<file path="src/rtl/lc3_control_fsm_if.sv">
// lc3_control_fsm_if
// Memory handshake between the LC-3 control unit and the MAR/MDR memory port.
//   mem_en  : access request (control unit -> memory)
//   mem_we  : request is a write, only meaningful with mem_en
//   mem_rdy : access completes this cycle (memory -> control unit)
// master = control unit side, slave = memory side.
interface lc3_control_fsm_if;
    logic mem_en;
    logic mem_we;
    logic mem_rdy;

    modport master (output mem_en, output mem_we, input mem_rdy);
    modport slave  (input mem_en, input mem_we, output mem_rdy);
endinterface

</file>
<file path="src/rtl/lc3_control_fsm.sv">
// lc3_control_fsm
// Moore control unit for the multi-cycle LC-3 core: sequences fetch, decode
// and execute, and drives every datapath select, load and bus enable.
// Outputs depend only on the state register and IR; the single exception is
// ldPC in BR_EXEC, which also uses the N/Z/P flags.
// Ports:
//   clk, rst      : core clock, asynchronous active-high reset
//   IR            : instruction register from the datapath
//   N, Z, P       : condition flags
//   mem           : memory handshake (mem_en / mem_we out, mem_rdy in)
//   ena*          : bus tri-state enables (at most one high)
//   ld*, regWE, flagWE : register loads
//   selPC, selEAB1, selEAB2, selMAR, selMDR, aluControl : datapath selects
//   SR1, SR2, DR  : register-file addresses
//   illegal       : one-cycle pulse in DECODE for an unsupported opcode
// Build option: LC3_JSR_EN adds JSR/JSRR (opcode 0100) via JSR_EXEC.
//
// state    | meaning
// IDLE     | after reset, all outputs low
// FETCH0   | MAR <- PC, PC <- PC+1
// FETCH1   | memory read into MDR, wait for mem_rdy
// FETCH2   | IR <- MDR
// DECODE   | dispatch on opcode, flag illegal
// ALU_EXEC | ADD / AND / NOT write-back
// BR_EXEC  | conditional PC <- PC + off9
// JMP_EXEC | PC <- base register
// LEA_EXEC | DR <- PC + off9
// LD_ADDR  | MAR <- effective address (LD / LDR)
// LD_MEM   | memory read into MDR, wait for mem_rdy
// LD_WB    | DR <- MDR
// ST_ADDR  | MAR <- effective address (ST / STR)
// ST_DATA  | MDR <- SR
// ST_MEM   | memory write, wait for mem_rdy
// JSR_EXEC | R7 <- PC and PC <- target (LC3_JSR_EN only)
module lc3_control_fsm (
    input  logic                     clk,
    input  logic                     rst,
    input  logic [15:0]              IR,
    input  logic                     N,
    input  logic                     Z,
    input  logic                     P,
    lc3_control_fsm_if.master        mem,
    output logic                     enaALU,
    output logic                     enaMARM,
    output logic                     enaPC,
    output logic                     enaMDR,
    output logic                     ldPC,
    output logic                     ldIR,
    output logic                     ldMAR,
    output logic                     ldMDR,
    output logic                     regWE,
    output logic                     flagWE,
    output logic [1:0]               selPC,
    output logic                     selEAB1,
    output logic [1:0]               selEAB2,
    output logic                     selMAR,
    output logic                     selMDR,
    output logic [1:0]               aluControl,
    output logic [2:0]               SR1,
    output logic [2:0]               SR2,
    output logic [2:0]               DR,
    output logic                     illegal
);

    typedef enum logic [3:0] {
        IDLE, FETCH0, FETCH1, FETCH2, DECODE,
        ALU_EXEC, BR_EXEC, JMP_EXEC, LEA_EXEC,
        LD_ADDR, LD_MEM, LD_WB, ST_ADDR, ST_DATA, ST_MEM
`ifdef LC3_JSR_EN
        , JSR_EXEC
`endif
    } state_t;

    state_t state_q, state_d;

    logic [3:0] opcode;
    assign opcode = IR[15:12];

    // IR[5:3] carry the ADD/AND immediate flag and unused SR2 bits; the
    // datapath decodes them, the sequencer does not need them.
    logic unused_ir;
    assign unused_ir = ^IR[5:3];

    always_ff @(posedge clk or posedge rst) begin
        if (rst) state_q <= IDLE;
        else     state_q <= state_d;
    end

    always_comb begin
        state_d    = state_q;
        mem.mem_en = 1'b0;
        mem.mem_we = 1'b0;
        enaALU     = 1'b0;
        enaMARM    = 1'b0;
        enaPC      = 1'b0;
        enaMDR     = 1'b0;
        ldPC       = 1'b0;
        ldIR       = 1'b0;
        ldMAR      = 1'b0;
        ldMDR      = 1'b0;
        regWE      = 1'b0;
        flagWE     = 1'b0;
        selPC      = 2'b00;
        selEAB1    = 1'b0;
        selEAB2    = 2'b00;
        selMAR     = 1'b0;
        selMDR     = 1'b0;
        aluControl = 2'b00;
        SR1        = 3'd0;
        SR2        = 3'd0;
        DR         = 3'd0;
        illegal    = 1'b0;

        case (state_q)
            IDLE: state_d = FETCH0;
            FETCH0: begin
                enaPC   = 1'b1;
                ldMAR   = 1'b1;
                ldPC    = 1'b1;
                state_d = FETCH1;
            end
            FETCH1: begin
                mem.mem_en = 1'b1;
                ldMDR      = 1'b1;
                selMDR     = 1'b1;
                if (mem.mem_rdy) state_d = FETCH2;
            end
            FETCH2: begin
                enaMDR  = 1'b1;
                ldIR    = 1'b1;
                state_d = DECODE;
            end
            DECODE: begin
                case (opcode)
                    4'b0001, 4'b0101, 4'b1001: state_d = ALU_EXEC;
                    4'b0000:                   state_d = BR_EXEC;
                    4'b1100:                   state_d = JMP_EXEC;
                    4'b1110:                   state_d = LEA_EXEC;
                    4'b0010, 4'b0110:          state_d = LD_ADDR;
                    4'b0011, 4'b0111:          state_d = ST_ADDR;
`ifdef LC3_JSR_EN
                    4'b0100:                   state_d = JSR_EXEC;
`endif
                    default: begin
                        illegal = 1'b1;
                        state_d = FETCH0;
                    end
                endcase
            end
            ALU_EXEC: begin
                SR1     = IR[8:6];
                SR2     = IR[2:0];
                DR      = IR[11:9];
                enaALU  = 1'b1;
                regWE   = 1'b1;
                flagWE  = 1'b1;
                if (opcode == 4'b0101)      aluControl = 2'b01;
                else if (opcode == 4'b1001) aluControl = 2'b10;
                state_d = FETCH0;
            end
            BR_EXEC: begin
                selEAB2 = 2'b10;
                selPC   = 2'b01;
                ldPC    = (IR[11] & N) | (IR[10] & Z) | (IR[9] & P);
                state_d = FETCH0;
            end
            JMP_EXEC: begin
                SR1     = IR[8:6];
                selEAB1 = 1'b1;
                selPC   = 2'b01;
                ldPC    = 1'b1;
                state_d = FETCH0;
            end
            LEA_EXEC: begin
                selEAB2 = 2'b10;
                enaMARM = 1'b1;
                DR      = IR[11:9];
                regWE   = 1'b1;
                flagWE  = 1'b1;
                state_d = FETCH0;
            end
            LD_ADDR, ST_ADDR: begin
                enaMARM = 1'b1;
                ldMAR   = 1'b1;
                // IR[14] separates the base+offset forms (LDR/STR) from PC-relative.
                if (IR[14]) begin
                    selEAB1 = 1'b1;
                    SR1     = IR[8:6];
                    selEAB2 = 2'b01;
                end else begin
                    selEAB2 = 2'b10;
                end
                state_d = (state_q == LD_ADDR) ? LD_MEM : ST_DATA;
            end
            LD_MEM: begin
                mem.mem_en = 1'b1;
                ldMDR      = 1'b1;
                selMDR     = 1'b1;
                if (mem.mem_rdy) state_d = LD_WB;
            end
            LD_WB: begin
                enaMDR  = 1'b1;
                DR      = IR[11:9];
                regWE   = 1'b1;
                flagWE  = 1'b1;
                state_d = FETCH0;
            end
            ST_DATA: begin
                SR1        = IR[11:9];
                aluControl = 2'b11;
                enaALU     = 1'b1;
                ldMDR      = 1'b1;
                state_d    = ST_MEM;
            end
            ST_MEM: begin
                mem.mem_en = 1'b1;
                mem.mem_we = 1'b1;
                if (mem.mem_rdy) state_d = FETCH0;
            end
`ifdef LC3_JSR_EN
            JSR_EXEC: begin
                enaPC = 1'b1;
                DR    = 3'd7;
                regWE = 1'b1;
                selPC = 2'b01;
                ldPC  = 1'b1;
                if (IR[11]) begin
                    selEAB2 = 2'b11;
                end else begin
                    selEAB1 = 1'b1;
                    SR1     = IR[8:6];
                end
                state_d = FETCH0;
            end
`endif
            default: state_d = IDLE;
        endcase
    end

endmodule

</file>
<file path="src/flat_wrapper.sv">
// flat-port wrapper written by rule: the top's interface ports become plain ports
module lc3_control_fsm_flat 
  (clk, rst, IR, N, Z, P, enaALU, enaMARM, enaPC, enaMDR, ldPC, ldIR, ldMAR, ldMDR, regWE, flagWE, selPC, selEAB1, selEAB2, selMAR, selMDR, aluControl, SR1, SR2, DR, illegal, mem_mem_en, mem_mem_we, mem_mem_rdy);
  lc3_control_fsm_if mem_i ();
  input  logic clk;
  input  logic rst;
  input  logic [15:0] IR;
  input  logic N;
  input  logic Z;
  input  logic P;
  output logic enaALU;
  output logic enaMARM;
  output logic enaPC;
  output logic enaMDR;
  output logic ldPC;
  output logic ldIR;
  output logic ldMAR;
  output logic ldMDR;
  output logic regWE;
  output logic flagWE;
  output logic [1:0] selPC;
  output logic selEAB1;
  output logic [1:0] selEAB2;
  output logic selMAR;
  output logic selMDR;
  output logic [1:0] aluControl;
  output logic [2:0] SR1;
  output logic [2:0] SR2;
  output logic [2:0] DR;
  output logic illegal;
  output wire logic [$bits(mem_i.mem_en)-1:0] mem_mem_en;
  output wire logic [$bits(mem_i.mem_we)-1:0] mem_mem_we;
  input wire logic [$bits(mem_i.mem_rdy)-1:0] mem_mem_rdy;
  assign mem_mem_en = mem_i.mem_en;
  assign mem_mem_we = mem_i.mem_we;
  assign mem_i.mem_rdy = mem_mem_rdy;
  lc3_control_fsm u_core (.clk(clk), .rst(rst), .IR(IR), .N(N), .Z(Z), .P(P), .mem(mem_i), .enaALU(enaALU), .enaMARM(enaMARM), .enaPC(enaPC), .enaMDR(enaMDR), .ldPC(ldPC), .ldIR(ldIR), .ldMAR(ldMAR), .ldMDR(ldMDR), .regWE(regWE), .flagWE(flagWE), .selPC(selPC), .selEAB1(selEAB1), .selEAB2(selEAB2), .selMAR(selMAR), .selMDR(selMDR), .aluControl(aluControl), .SR1(SR1), .SR2(SR2), .DR(DR), .illegal(illegal));
endmodule
</file>
<file path="config.mk">
export PLATFORM = sky130hd
export DESIGN_NAME = lc3_control_fsm_flat
export DESIGN_NICKNAME = d
export VERILOG_FILES = /design/src/rtl/lc3_control_fsm_if.sv /design/src/rtl/lc3_control_fsm.sv /design/src/flat_wrapper.sv
export SDC_FILE = /design/constraint.sdc
export NUM_CORES = 1
export LEC_CHECK = 0
export ABC_AREA = 0
export CAP_MARGIN = 25
export CORE_UTILIZATION = 30
export DETAILED_ROUTE_END_ITERATION = 8
export GPL_TIMING_DRIVEN = 0
export PLACE_DENSITY = 0.75
export SETUP_SLACK_MARGIN = 0.2
export SYNTH_ARGS = -nofsm -noshare
export SYNTH_HDL_FRONTEND = slang
export SYNTH_SLANG_ARGS = --single-unit
</file>
<file path="constraint.sdc">
create_clock -name clk -period 1.6 [get_ports clk]
set_input_delay 0.32 -clock clk [delete_from_list [all_inputs] [get_ports clk]]
set_output_delay 0.32 -clock clk [all_outputs]
set_load 0.01 [all_outputs]
</file>
==> impl_metrics.env, run 1 <==
export IMPL_finalSetupViolations=29
export IMPL_setup_ws_ns=-0.3887
export IMPL_yosys_area_share_simple=0.3743
export IMPL_drtIter0Drc=35
export IMPL_grt_max_degree=11
export IMPL_wl_met3_um=303
export IMPL_grt_pass1_wl_um=4947
export IMPL_mostFrequentLayoutCell="buf_4"
export IMPL_start_util=0.3188
export IMPL_grt_pass1_vias=1029
export IMPL_ir_drop_mv=1.063
export IMPL_drive_above_1_share=0.6396
export IMPL_synth_xor_area_frac=0.02460
export IMPL_layout_min_cycle_time_ns=1.989
export IMPL_cts_buffer_depth=2
export IMPL_end_kind="output port"
export IMPL_synthDistinctLibCells=39
export IMPL_grt_use_total=0.2489
export IMPL_largest_register_ffs=4
export IMPL_synthMuxAreaShare=0.01406
export IMPL_power_density_mw_per_mm2=1548
export IMPL_synth_area_per_cell_um2=6.592
export IMPL_fp_dieW_um=50.72
export IMPL_cts_buffers=3
export IMPL_gp_congestion=0.8481
export IMPL_synth_top_family_by_area="simple AND/OR/NAND/NOR gates"
export IMPL_cp_required_ns=1.28
export IMPL_cts_root_buf="clkbuf_4"
export IMPL_vias=1191
export IMPL_wl_met1_um=1603
export IMPL_htree_levels=1
export IMPL_avgViaCountPerCell=5.293
export IMPL_finalNonFillerCells=225
export IMPL_min_path_type="input port to async pin"
export IMPL_nets=220
export IMPL_yosysTopAreaCell="dfrtp_1"
export IMPL_postSynthCellCount=108
export IMPL_synth_top_area_share=0.1406
export IMPL_finalCritPeriodShare=1.243
export IMPL_dpl_hpwl_um=1920
export IMPL_violations="setup timing"
export IMPL_synth_compound_area_frac=0.2900
export IMPL_most_common_layout_cells="buf_4, buf_6, buf_2"
export IMPL_drc_errors=0
export IMPL_routed_top_layer="met4"
export IMPL_fin_tns_setup_ns=-6.355
export IMPL_crit_type="flip-flop to output port"
export IMPL_synthTopCellsByArea="dfrtp_1, nor2_1, nor2b_1"
export IMPL_cts_sinks=4
export IMPL_rows=17
export IMPL_cp_arrival_ns=1.67
export IMPL_cp_max_fo=5
export IMPL_status="finished with violations"
export IMPL_yosys_warnings=0
export IMPL_wl_met2_um=1973
export IMPL_first_pass_iters=4
export IMPL_grt_setup_unrepaired="yes"
export IMPL_synth_fa_ha_area_frac=0.01406
export IMPL_slew_violations=0
export IMPL_startpoint_type="flip-flop"
export IMPL_port_buffers=44
export IMPL_largest_register="u_core.state_q"
export IMPL_postRouteAntennaNets=0
export IMPL_finalHoldViolCount=0
export IMPL_whs_ns=0.2754
export IMPL_dieArea_mm2=0.002572
export IMPL_wl_per_cell_um=17.48
export IMPL_placedCellCount=181
export IMPL_grt_overflow_total=0
export IMPL_antenna_found_initial=0
export IMPL_largestRegisters="u_core.state_q: 4 flops"
export IMPL_maxCapViolCount=0
export IMPL_max_clock_freq_ghz=0.5028
export IMPL_io_pins=53
export IMPL_skew_ns=0.01353
export IMPL_wl_um=3933
export IMPL_clock_latency_ns=0.26
export IMPL_die_h_um=50.72
export IMPL_area_delta_synth_final_pct=149.9
export IMPL_ctsHoldBuffers=0
export IMPL_design_core_area_mm2=0.002233
export IMPL_p_leak_nw=0.8611
export IMPL_syn_area_um2=711.9
export IMPL_cts_tree="done"
export IMPL_ys_ff_latch=4
export IMPL_post_route_util=0.7966
export IMPL_clk_pin_slew_ns=0.05
export IMPL_ys_seq_area_frac=0.1406
export IMPL_num_antenna_cells=0
-- Yosys cell counts --
| library cell | number |
|---|---|
| nor4b_1 | 1 |
| buf_4 | 4 |
| a221oi_1 | 1 |
| or2_2 | 1 |
| mux2i_1 | 1 |
| o311ai_1 | 1 |
| nor2b_1 | 7 |
| and3b_1 | 1 |
| nand2b_1 | 6 |
| o31ai_1 | 1 |
| a21oi_1 | 7 |
| a32oi_1 | 1 |
| clkbuf_1 | 2 |
| xnor2_1 | 2 |
| or3b_4 | 1 |
| buf_2 | 6 |
| nor3_1 | 3 |
| a41o_1 | 1 |
| o21ai_2 | 1 |
| maj3_1 | 1 |
| o21ai_0 | 6 |
| a222oi_1 | 1 |
| a22oi_1 | 1 |
| and3_1 | 3 |
| inv_1 | 8 |
| a22o_1 | 3 |
| nand3_1 | 1 |
| and4b_1 | 1 |
| nand3b_1 | 1 |
| a31oi_1 | 3 |
| o32a_1 | 1 |
| nand2_1 | 8 |
| o32ai_1 | 1 |
| nor4_1 | 2 |
| dfrtp_1 | 4 |
| nor2_1 | 12 |
| nand4_1 | 1 |
| o211ai_1 | 1 |
| conb_1 | 1 |
-- cell type report --
class	instances	area, µm²
buffer	12	115.1
tap	28	35.03
inverter	8	37.54
sequential	4	103.9
timing repair buffer	84	713.2
multi-input combinational	85	748.2
clock buffer	4	26.28
fill	142	454.2
-- worst max-delay path: stages (launching register included) --
cell	delay [ns]
dfrtp_2	0.44
nand2b_4	0.17
or3b_4	0.43
o21ai_4	0.09
a22o_1	0.15
buf_2	0.13
-- metal layers --
metal  vias up  GRT usage
li1        559          -
met1       558     0.3146
met2        66     0.4733
met3         8   0.006061
met4         0    0.03241
met5         -          0
-- through the flow --
step                      setup WS (ns)  instance area (µm²)  total power, mW
after floorplan                 0.04685                777.0           0.9840
after global placement          -0.6433                 1252            1.508
after detailed placement        -0.6611                 1252            1.524
after CTS                       -0.3363                 1510            2.117
after global routing            -0.4277                 1779            2.876
final                           -0.3887                 1779            2.754
-- power breakdown --
part	internal (mW)	leakage (nW)	switching, mW
registers	0.148	0.0467	0.0601
logic	1.25	0.799	1.14
clock network	0.0949	0.0150	0.0617
total	1.49	0.861	1.26
-- logic make-up (layout without fill, tap and decap cells) --
kind of cell,count (synthesis),after routing
other,1,2
adders and majority gates,1,1
AOI/OAI and AO/OA,30,30
DFF,4,4
buffers and inverters,20,108
muxes,1,1
and+or+nand+nor,49,49
xor gates and xnor gates,2,2
-- final timing paths --
| path | from | endpoint | slack [ns] | cells past startpoint |
|---|---|---|---|---|
| worst max-delay path | u_core.state_q[1] | SR1[0] | -0.39 | 5 |
| worst min-delay path | rst | u_core.state_q[1] | 0.28 | 2 |
| worst max register to register | u_core.state_q[3] | u_core.state_q[2] | -0.03 | 8 |
| worst min register to register | u_core.state_q[2] | u_core.state_q[0] | 0.80 | 4 |
| max in group asynchronous | rst | u_core.state_q[2] | 1.15 | 2 |
| min in group clk | IR[15] | u_core.state_q[3] | 0.55 | 3 |
-- repair_timing --
item,in CTS,in global routing
setup buffers,19,20
gates resized for setup,164,29
cloned,0,1
endpoints found under the setup margin,30,29
pin swaps,14,14
(Power assumes the default switching activity.)
==> run 2, diff against run 1 <==
ABC_CLOCK_PERIOD_IN_PS = 1600   (was unset)
==> results of run 2 <==
No change in the layout: final DEF, timing and power equal those of run 1.
==> run 3, diff against run 2 <==
--- a/config.mk
+++ b/config.mk
@@ -13,2 +13,3 @@
 export GPL_TIMING_DRIVEN = 0
+export HOLD_SLACK_MARGIN = 0.05
 export PLACE_DENSITY = 0.75
@@ -18 +19,2 @@
 export SYNTH_SLANG_ARGS = --single-unit
+export TNS_END_PERCENT = 100
==> constraint.sdc (replaced) <==
create_clock -name clk -period 1.6 [get_ports clk]
set_input_delay 0.4 -clock clk [delete_from_list [all_inputs] [get_ports clk]]
set_output_delay 0.4 -clock clk [all_outputs]
set_load 0.01 [all_outputs]
==> impl_metrics.env, run 3 (synthesis gave the netlist of run 1 again) <==
export IMPL_gp_congestion=0.8694
export IMPL_post_route_util=0.7787
export IMPL_htree_levels=1
export IMPL_ir_drop_mv=1.245
export IMPL_start_util=0.3188
export IMPL_vias=1182
export IMPL_total_power_mw=2.615
export IMPL_grt_pass1_vias=1221
export IMPL_cts_root_buf="clkbuf_4"
export IMPL_rows=17
export IMPL_fp_dieW_um=50.72
export IMPL_maxCapViolCount=0
export IMPL_fillCellCount=143
export IMPL_port_buffers=44
export IMPL_end_kind="output port"
export IMPL_p_leak_nw=0.8455
export IMPL_cts_buffers=3
export IMPL_largest_register="u_core.state_q"
export IMPL_design_core_area_mm2=0.002233
export IMPL_status="finished with violations"
export IMPL_slew_violations=0
export IMPL_avgViaCountPerCell=5.397
export IMPL_ctsHoldBuffers=0
export IMPL_cts_sinks=4
export IMPL_grt_setup_unrepaired="yes"
export IMPL_grt_pass1_wl_um=5871
export IMPL_whs_ns=0.3719
export IMPL_cts_buffer_depth=2
export IMPL_most_common_layout_cells="buf_6, buf_4, buf_2"
export IMPL_drtIter0Drc=38
export IMPL_critPathSlowestCell="dfrtp_2"
export IMPL_finalHoldViolCount=0
export IMPL_largest_register_ffs=4
export IMPL_wl_per_cell_um=18.46
export IMPL_skew_ns=0.0005479
export IMPL_nets=214
export IMPL_path_cells="buf_6 -> nand2b_1 -> nor2_2 -> or2_2 -> dlygate4sd2_1"
export IMPL_wl_um=4042
export IMPL_finalNonFillerCells=219
export IMPL_area_delta_synth_final_pct=144.3
export IMPL_place_worst_setup_slack_ns=-0.8963
export IMPL_cts_tree="done"
export IMPL_postRouteAntennaNets=0
export IMPL_clk_pin_slew_ns=0.04
export IMPL_grt_max_degree=11
export IMPL_min_path_type="input port to async pin"
export IMPL_crit_type="flip-flop to output port"
export IMPL_io_pins=53
export IMPL_finalSetupViolations=30
export IMPL_cp_arrival_ns=1.73
export IMPL_first_pass_iters=4
export IMPL_largestRegisters="u_core.state_q: 4 flops"
export IMPL_dpl_hpwl_um=1984
export IMPL_clock_latency_ns=0.23
export IMPL_layout_min_cycle_time_ns=2.126
export IMPL_cp_max_fo=5
export IMPL_post_route_cell_area_mm2=0.001739
export IMPL_fin_tns_setup_ns=-9.254
export IMPL_placedCellCount=181
export IMPL_max_clock_freq_ghz=0.4704
export IMPL_startpoint_type="flip-flop"
export IMPL_dieArea_mm2=0.002572
export IMPL_num_antenna_cells=0
export IMPL_antenna_found_initial=0
export IMPL_setup_ws_ns=-0.5256
export IMPL_die_h_um=50.72
export IMPL_drive_above_1_share=0.6492
export IMPL_violations="setup timing"
export IMPL_max_stage_delay_ns=0.45
export IMPL_placed_cell_area_mm2=0.001276
export IMPL_drc_errors=0
export IMPL_grt_overflow_total=0
export IMPL_power_density_mw_per_mm2=1503
export IMPL_cp_required_ns=1.20
export IMPL_grt_use_total=0.3029
export IMPL_finalCritPeriodShare=1.329
-- run 3: cell types whose count changed in the layout (fill, tap and decap cells not counted), moves of 2 or more --
cell / change
buf_4: -3
a31oi_4: -2
nor2b_2: +2
buf_2: -4
clkdlybuf4s50_1: -2
dlymetal6s2s_1: +2
-- run 3: final cells by class --
class / instances / area, µm² / share of cell area
sequential: 4 / 103.9 / 0.05971
timing repair buffer: 78 / 671.9 / 0.3863
clock buffer: 4 / 26.28 / 0.01511
inverter: 8 / 37.54 / 0.02158
multi-input combinational: 85 / 744.5 / 0.4281
tap: 28 / 35.03 / 0.02014
buffer: 12 / 120.1 / 0.06906
-- run 3: worst max-delay path, delay by kind of cell (launching register included) --
kind | cells | cell delay [ns]
simple gates | 3 | 0.61
flops | 1 | 0.45
buf+inv | 2 | 0.43
-- run 3: timing repair --
| item | in CTS | in global routing |
|---|---|---|
| buffers inserted | 28 | 5 |
| pin swaps | 14 | 6 |
| resized for setup | 171 | 19 |
| gates cloned | 1 | 0 |
| setup endpoints to repair | 30 | 33 |
-- run 3: worst paths after layout --
| kind | from | endpoint | cells after the start | slack (ns) |
|---|---|---|---|---|
| min in group clk | IR[12] | u_core.state_q[1] | 4 | 0.61 |
| max reg2reg | u_core.state_q[2] | u_core.state_q[0] | 7 | -0.07 |
| max in group asynchronous | rst | u_core.state_q[3] | 2 | 1.05 |
| min reg2reg | u_core.state_q[2] | u_core.state_q[0] | 3 | 0.79 |
| min | rst | u_core.state_q[0] | 2 | 0.37 |
| max | u_core.state_q[1] | ldMDR | 5 | -0.53 |
-- run 3: metal layers --
metal	part of all wire	GRT usage
met1	0.40	0.3436
met2	0.50	0.5467
met3	0.046	0.04242
met4	0.048	0.1481
met5	0	0
-- run 3: report_power, final --
part | switching, mW | internal, mW
clock network | 0.0477 | 0.0940
logic | 1.12 | 1.13
registers | 0.0731 | 0.148
